File: config.mk
export PLATFORM = sky130hd
export DESIGN_NAME = tag_broker
export DESIGN_NICKNAME = d
export VERILOG_FILES = /design/src/rtl/tag_pkg.sv /design/src/rtl/tag_release_fifo.sv /design/src/rtl/tag_broker.sv
export SDC_FILE = /design/constraint.sdc
export NUM_CORES = 1
export LEC_CHECK = 0
export BUFFER_PORTS_ARGS = -buffer_cell sky130_fd_sc_hd__buf_2
export CAP_MARGIN = 0
export CORE_MARGIN = 3
export CORE_UTILIZATION = 45
export DETAILED_ROUTE_END_ITERATION = 12
export HOLD_SLACK_MARGIN = 0.03
export PLACE_DENSITY = 0.68
export SKIP_CTS_REPAIR_TIMING = 1
export SLEW_MARGIN = 15
export SYNTH_ARGS = -nofsm -noshare
export SYNTH_HDL_FRONTEND = slang
export SYNTH_SLANG_ARGS = --single-unit
File: constraint.sdc
create_clock -name clk_i -period 2.7 [get_ports clk_i]
set_clock_uncertainty 0.05 [all_clocks]
set_input_delay 0.54 -clock clk_i [delete_from_list [all_inputs] [get_ports clk_i]]
set_output_delay 0.54 -clock clk_i [all_outputs]
set_load 0.01 [all_outputs]
File: src/rtl/tag_pkg.sv
// Shared encodings and FSM state type for the tag broker and its release path.
package tag_pkg;

  // A cleared BM_CONTROL bit requests the action; both set means the allocator is left alone.
  localparam logic [1:0] FL_CLAIM_IDLE = 2'b01;
  localparam logic [1:0] FL_FREE_IDLE  = 2'b10;

  typedef enum logic [1:0] {
    IDLE   = 2'd0,
    CLAIM  = 2'd1,
    SETTLE = 2'd2
  } state_e;

endpackage

File: src/rtl/tag_release_fifo.sv
// Small synchronous FIFO holding returned tags until the broker can hand them back.
module tag_release_fifo #(
  parameter int WIDTH = 5,
  parameter int DEPTH = 4
) (
  input  logic             clk_i,
  input  logic             rstn_i,
  input  logic             push_i,
  input  logic [WIDTH-1:0] data_i,
  input  logic             pop_i,
  output logic [WIDTH-1:0] data_o,
  output logic             full_o,
  output logic             empty_o
);

  localparam int          AW      = (DEPTH > 1) ? $clog2(DEPTH) : 1;
  localparam logic [AW:0] DEPTH_C = (AW+1)'(DEPTH);

  logic [WIDTH-1:0] mem_q [DEPTH];
  logic [AW-1:0]    wr_ptr_q, rd_ptr_q;
  logic [AW:0]      count_q, count_d;
  logic             do_push, do_pop;

  assign full_o  = (count_q == DEPTH_C);
  assign empty_o = (count_q == '0);
  assign do_push = push_i && !full_o;
  assign do_pop  = pop_i && !empty_o;
  assign data_o  = mem_q[rd_ptr_q];

  always_comb begin
    count_d = count_q;
    if (do_push && !do_pop) begin
      count_d = count_q + 1'b1;
    end else if (do_pop && !do_push) begin
      count_d = count_q - 1'b1;
    end
  end

  // Pointers wrap naturally because DEPTH is a power of two.
  always_ff @(posedge clk_i) begin
    if (!rstn_i) begin
      wr_ptr_q <= '0;
      rd_ptr_q <= '0;
      count_q  <= '0;
    end else begin
      if (do_push) wr_ptr_q <= wr_ptr_q + 1'b1;
      if (do_pop)  rd_ptr_q <= rd_ptr_q + 1'b1;
      count_q <= count_d;
    end
  end

  always_ff @(posedge clk_i) begin
    if (do_push) mem_q[wr_ptr_q] <= data_i;
  end

endmodule

File: src/rtl/tag_broker.sv
// Arbitrates tag claims and queued tag returns onto a single bitmap allocator port,
// one grant at most every three cycles, never claiming and freeing in the same cycle.
module tag_broker
  import tag_pkg::*;
#(
  parameter  int LIST_SIZE = 32,
  parameter  int REL_DEPTH = 4,
  localparam int W         = $clog2(LIST_SIZE)
) (
  input  logic         clk_i,
  input  logic         rstn_i,
  input  logic         alloc_req_i,
  output logic         alloc_gnt_o,
  output logic [W-1:0] alloc_tag_o,
  input  logic         release_valid_i,
  input  logic [W-1:0] release_tag_i,
  output logic         release_ready_o,
  input  logic [W-1:0] bm_available_i,
  input  logic         bm_valid_i,
  output logic [W-1:0] bm_claim_o,
  output logic [W-1:0] bm_free_o,
  output logic [1:0]   bm_control_o,
  output logic [W:0]   outstanding_o
);

  localparam logic [W:0] LIST_MAX = (W+1)'(LIST_SIZE);

  state_e       state_q, state_d;
  logic [W-1:0] tag_q, tag_d;
  logic [W:0]   outstanding_q, outstanding_d;
  logic         claim, drain;
  logic         rel_in_range, rel_push;
  logic         fifo_full, fifo_empty;
  logic [W-1:0] fifo_head;

  always_comb begin
    state_d = state_q;
    tag_d   = tag_q;
    unique case (state_q)
      IDLE: begin
        if (alloc_req_i && bm_valid_i) begin
          state_d = CLAIM;
          tag_d   = bm_available_i;
        end
      end
      CLAIM:   state_d = SETTLE;
      SETTLE:  state_d = IDLE;
      default: state_d = IDLE;
    endcase
  end

  always_ff @(posedge clk_i) begin
    if (!rstn_i) begin
      state_q       <= IDLE;
      tag_q         <= '0;
      outstanding_q <= '0;
    end else begin
      state_q       <= state_d;
      tag_q         <= tag_d;
      outstanding_q <= outstanding_d;
    end
  end

  // Qualifying with reset lets a reset landing on CLAIM abort the grant outright.
  assign claim = rstn_i && (state_q == CLAIM);
  assign drain = rstn_i && !fifo_empty && (state_q != CLAIM);

  assign rel_in_range    = ({1'b0, release_tag_i} < LIST_MAX);
  assign release_ready_o = !fifo_full;
  assign rel_push        = release_valid_i && release_ready_o && rel_in_range;

  tag_release_fifo #(
    .WIDTH (W),
    .DEPTH (REL_DEPTH)
  ) u_release_fifo (
    .clk_i   (clk_i),
    .rstn_i  (rstn_i),
    .push_i  (rel_push),
    .data_i  (release_tag_i),
    .pop_i   (drain),
    .data_o  (fifo_head),
    .full_o  (fifo_full),
    .empty_o (fifo_empty)
  );

  always_comb begin
    outstanding_d = outstanding_q;
    if (claim && !drain && (outstanding_q < LIST_MAX)) begin
      outstanding_d = outstanding_q + 1'b1;
    end else if (drain && !claim && (outstanding_q != '0)) begin
      outstanding_d = outstanding_q - 1'b1;
    end
  end

  assign alloc_gnt_o   = claim;
  assign alloc_tag_o   = claim ? tag_q : '0;
  assign bm_claim_o    = claim ? tag_q : '0;
  assign bm_free_o     = drain ? fifo_head : '0;
  assign bm_control_o  = (claim ? 2'b00 : FL_CLAIM_IDLE) | (drain ? 2'b00 : FL_FREE_IDLE);
  assign outstanding_o = outstanding_q;

endmodule
==> impl_metrics.py <==
metrics = {
    "route": {
        "drt_first_pass_iters": 4,
        "post-route-drc-count": 0,
        "vias": 1278,
        "wl_um": 3650,
        "drtAntennaViolNets": 0,
        "detail_route.wl_per_cell_um": 14.6,
        "drtIter0Drc": 35,
        "avgViaCountPerCell": 5.11,
    },
    "worst_setup_path": {
        "path_class": "flip-flop to flip-flop",
        "reg2reg_depth": 9,
        "worst_setup_path_start_kind": "flip-flop",
        "worstPathRequired_ps": 2860,
        "timing.rr.end": "u_release_fifo.count_q[2]",
        "cp.arrival_ps": 2460,
        "rrSetupSlack_ps": 400,
        "crit_fanout": 6,
        "end_kind": "flip-flop",
        "rr_startpoint": "u_release_fifo.count_q[0]",
    },
    "finish": {
        "seq_area_sq_um": 1040,
        "design_area_sq_um": 2250,
        "antenna_cells": 0,
        "area_growth_pct": 15.0,
        "multiInputGateArea_sq_um": 820,
        "num-fill-cells": 364,
        "nets": 226,
        "drive_gt1_share_pct": 30.0,
        "final_cells": 250,
        "fin_util_pct": 55.1,
    },
    "place": {
        "gp_congestion": 0.776,
        "pre_cts_slack_ps": 205,
        "port_buffers": 39,
        "dp.final_hpwl_um": 2780,
        "dpl_cell_area_sq_um": 2170,
        "place_inst": 242,
    },
    "sta": {
        "setup_ws_ps": 401,
        "finalSetupViolations": 0,
        "rsz0062_at_grt": "false",
        "slew_viol_final": 0,
        "hold_violations": 0,
        "worst_slew_pin_slew_ps": 539,
        "worst_hold_slack_ps": 415,
        "finalSetupTns_ps": 0,
        "fin_crit_sh_pct": 85.2,
        "fmax_mhz": 435,
        "slew_headroom_pct": 63.9,
        "fin_crit_ps": 2300,
    },
    "status": {
        "status": "completed",
    },
    "hold_path": {
        "hold_end": "u_release_fifo.mem_q[3][4]",
        "hold_start": "release_tag_i[4]",
        "min_path_type": "primary input to flip-flop",
        "hold-path-cell-count": 1,
    },
    "synthesis": {
        "synthAdderAreaFrac_pct": 8.43,
        "synth_xor_area_share_pct": 4.02,
        "yosys_warnings": 0,
        "syn_area_sq_um": 1960,
        "synth_cell_types": 37,
        "synth_nets": 188,
        "postSynthCellCount": 161,
        "synth_compound_area_share_pct": 4.53,
        "avgSynthCellArea_sq_um": 12.2,
        "yosysSeqAreaShare_pct": 53.1,
        "synthMuxAreaShare_pct": 10.9,
        "synth-seq-cells": 42,
        "yosys.area_share.simple_pct": 14.0,
        "synth_top_family_by_area": "simple AND/OR/NAND/NOR gates",
    },
    "global_route": {
        "grt_use_total_pct": 15.6,
        "grt_pass1_wl_um": 6120,
        "grt_start_max_net_pins": 19,
        "grt_overflow_total": 0,
        "antenna_found_initial": 0,
        "grt_pass1_vias": 1333,
    },
    "clock_tree": {
        "ctsHtreeMaxLevel": 2,
        "root_buffer": "clkbuf_8",
        "clkLatencyLatePin_ps": 290,
        "clock_path_buffers": 2,
        "cts_tree": "done",
        "cts_sinks": 42,
        "cts_buffers": 5,
        "clk_pin_slew_ps": 80,
    },
    "die": {
        "ios": 40,
        "die_w_um": 72.0,
        "row_count": 23,
        "die_area_sq_um": 5180,
        "start_util_pct": 47.9,
        "core_sq_um": 4090,
        "die_y_um": 72.0,
    },
    "power": {
        "p_per_area_nw_per_um2": 923,
        "power_mw": 2.08,
        "cell_internal_pwr_mw": 1.36,
        "p_leak_nw": 1.02,
        "peakVddDrop_mv": 0.567,
        "p_sw_share_pct": 34.7,
        "p_sw_mw": 0.723,
        "p_comb_share_pct": 38.4,
        "clkPwrFrac_pct": 18.6,
        "pwr-share-seq_pct": 43.0,
    },
    "job": {
        "cap_violations": 0,
    },
}
## routing by layer
layer	up-vias	global-route usage [%]	wire length, um
met5	-	0	0
met4	0	7.52	73
met3	6	4.43	190
met2	34	27.1	1850
met1	613	17.5	1530
li1	625	-	-
## worst max-delay path by stage
stage	to	from	slack, ps
3_5_place_dp	outstanding_o[5]	rstn_i	200
2_1_floorplan	u_release_fifo.count_q[2]	u_release_fifo.count_q[0]	450
3_3_place_gp	outstanding_o[5]	rstn_i	330
6_report	u_release_fifo.count_q[2]	u_release_fifo.count_q[0]	400
5_1_grt	u_release_fifo.count_q[2]	u_release_fifo.count_q[0]	250
4_1_cts	bm_free_o[0]	flip-flop	400
## critical path: stages, from the launching register on
cell and delay [ps]:
dfxtp_1 430, nor2_1 70, nand2_1 160, and2_1 240, ha_1 210, inv_1 60
fa_1 370, xor2_1 170, or3_1 310, a21oi_1 150
## sequential cells by signal, indices dropped and copies added, names as in the netlist, named ones only
| signal | cells |
|---|---|
| outstanding_o | 6 |
| state_q | 2 |
| tag_q | 5 |
| u_release_fifo.count_q | 3 |
| u_release_fifo.mem_q | 20 |
| u_release_fifo.rd_ptr_q | 2 |
| u_release_fifo.wr_ptr_q | 2 |
## power groups by stage
stage | logic (mW) | registers (mW) | clock network, mW
after floorplan | 0.616 | 0.889 | 0
final | 0.799 | 0.894 | 0.387
after CTS | 0.808 | 0.896 | 0.400
after detailed placement | 0.802 | 0.912 | 0
after global routing | 0.896 | 0.914 | 0.423
after global placement | 0.770 | 0.902 | 0
## cells by family (layout without fill, tap and decap cells)
kind of cell,after synthesis,in the layout
flops,42,42
compound gates,12,12
xor+xnor,9,9
simple gates,50,50
buf+inv,21,60
fa+ha+maj,12,12
mux,15,15
## synth_stat cells (all sizes together)
cell     n  area share, %
xor2     5            2.2
or3      1           0.32
o311a    1           0.51
nand3b   1           0.57
and3     4            1.3
ha      10            6.4
a21o     2           0.77
clkinv   1           0.19
and2    11            3.5
mux4     5            5.7
edfxtp  20             31
mux2i   10            5.1
nand2b   1           0.32
a211oi   1           0.38
clkbuf   3           0.57
nand3    2           0.77
nand2    7            1.3
nor2b    1           0.45
or2      1           0.45
dfxtp   22             22
a21oi    5            1.9
nor4     2           0.96
a31oi    1           0.32
o21ai    1           0.26
buf      6            2.2
xnor2    4            1.8
nor3     2           0.77
nor2    17            3.3
inv     11            2.1
a211o    1           0.45
fa       2            2.0
## area by class of cell
cell class	count	share of cell area [%]
Sequential cell	42	46.2
Timing Repair Buffer	40	8.99
Inverter	12	2.00
Tap cell	50	2.78
Clock inverter	2	0.444
Multi-Input combinational cell	98	36.4
Clock buffer	6	3.22
## cell usage in the layout (no fill, tap or decap), types with 4 or more instances in the layout
master / Yosys / final
nand2_1: 7 / 7
xnor2_1: 4 / 4
edfxtp_1: 20 / 20
buf_2: 1 / 39
inv_1: 10 / 10
xor2_1: 5 / 5
nor2_1: 17 / 17
ha_1: 10 / 10
a21oi_1: 4 / 4
and2_1: 11 / 11
dfxtp_1: 22 / 22
and3_1: 4 / 4
mux4_2: 5 / 5
mux2i_1: 10 / 10
clkbuf_8: 0 / 5
Power figures use the tool's default switching activity.
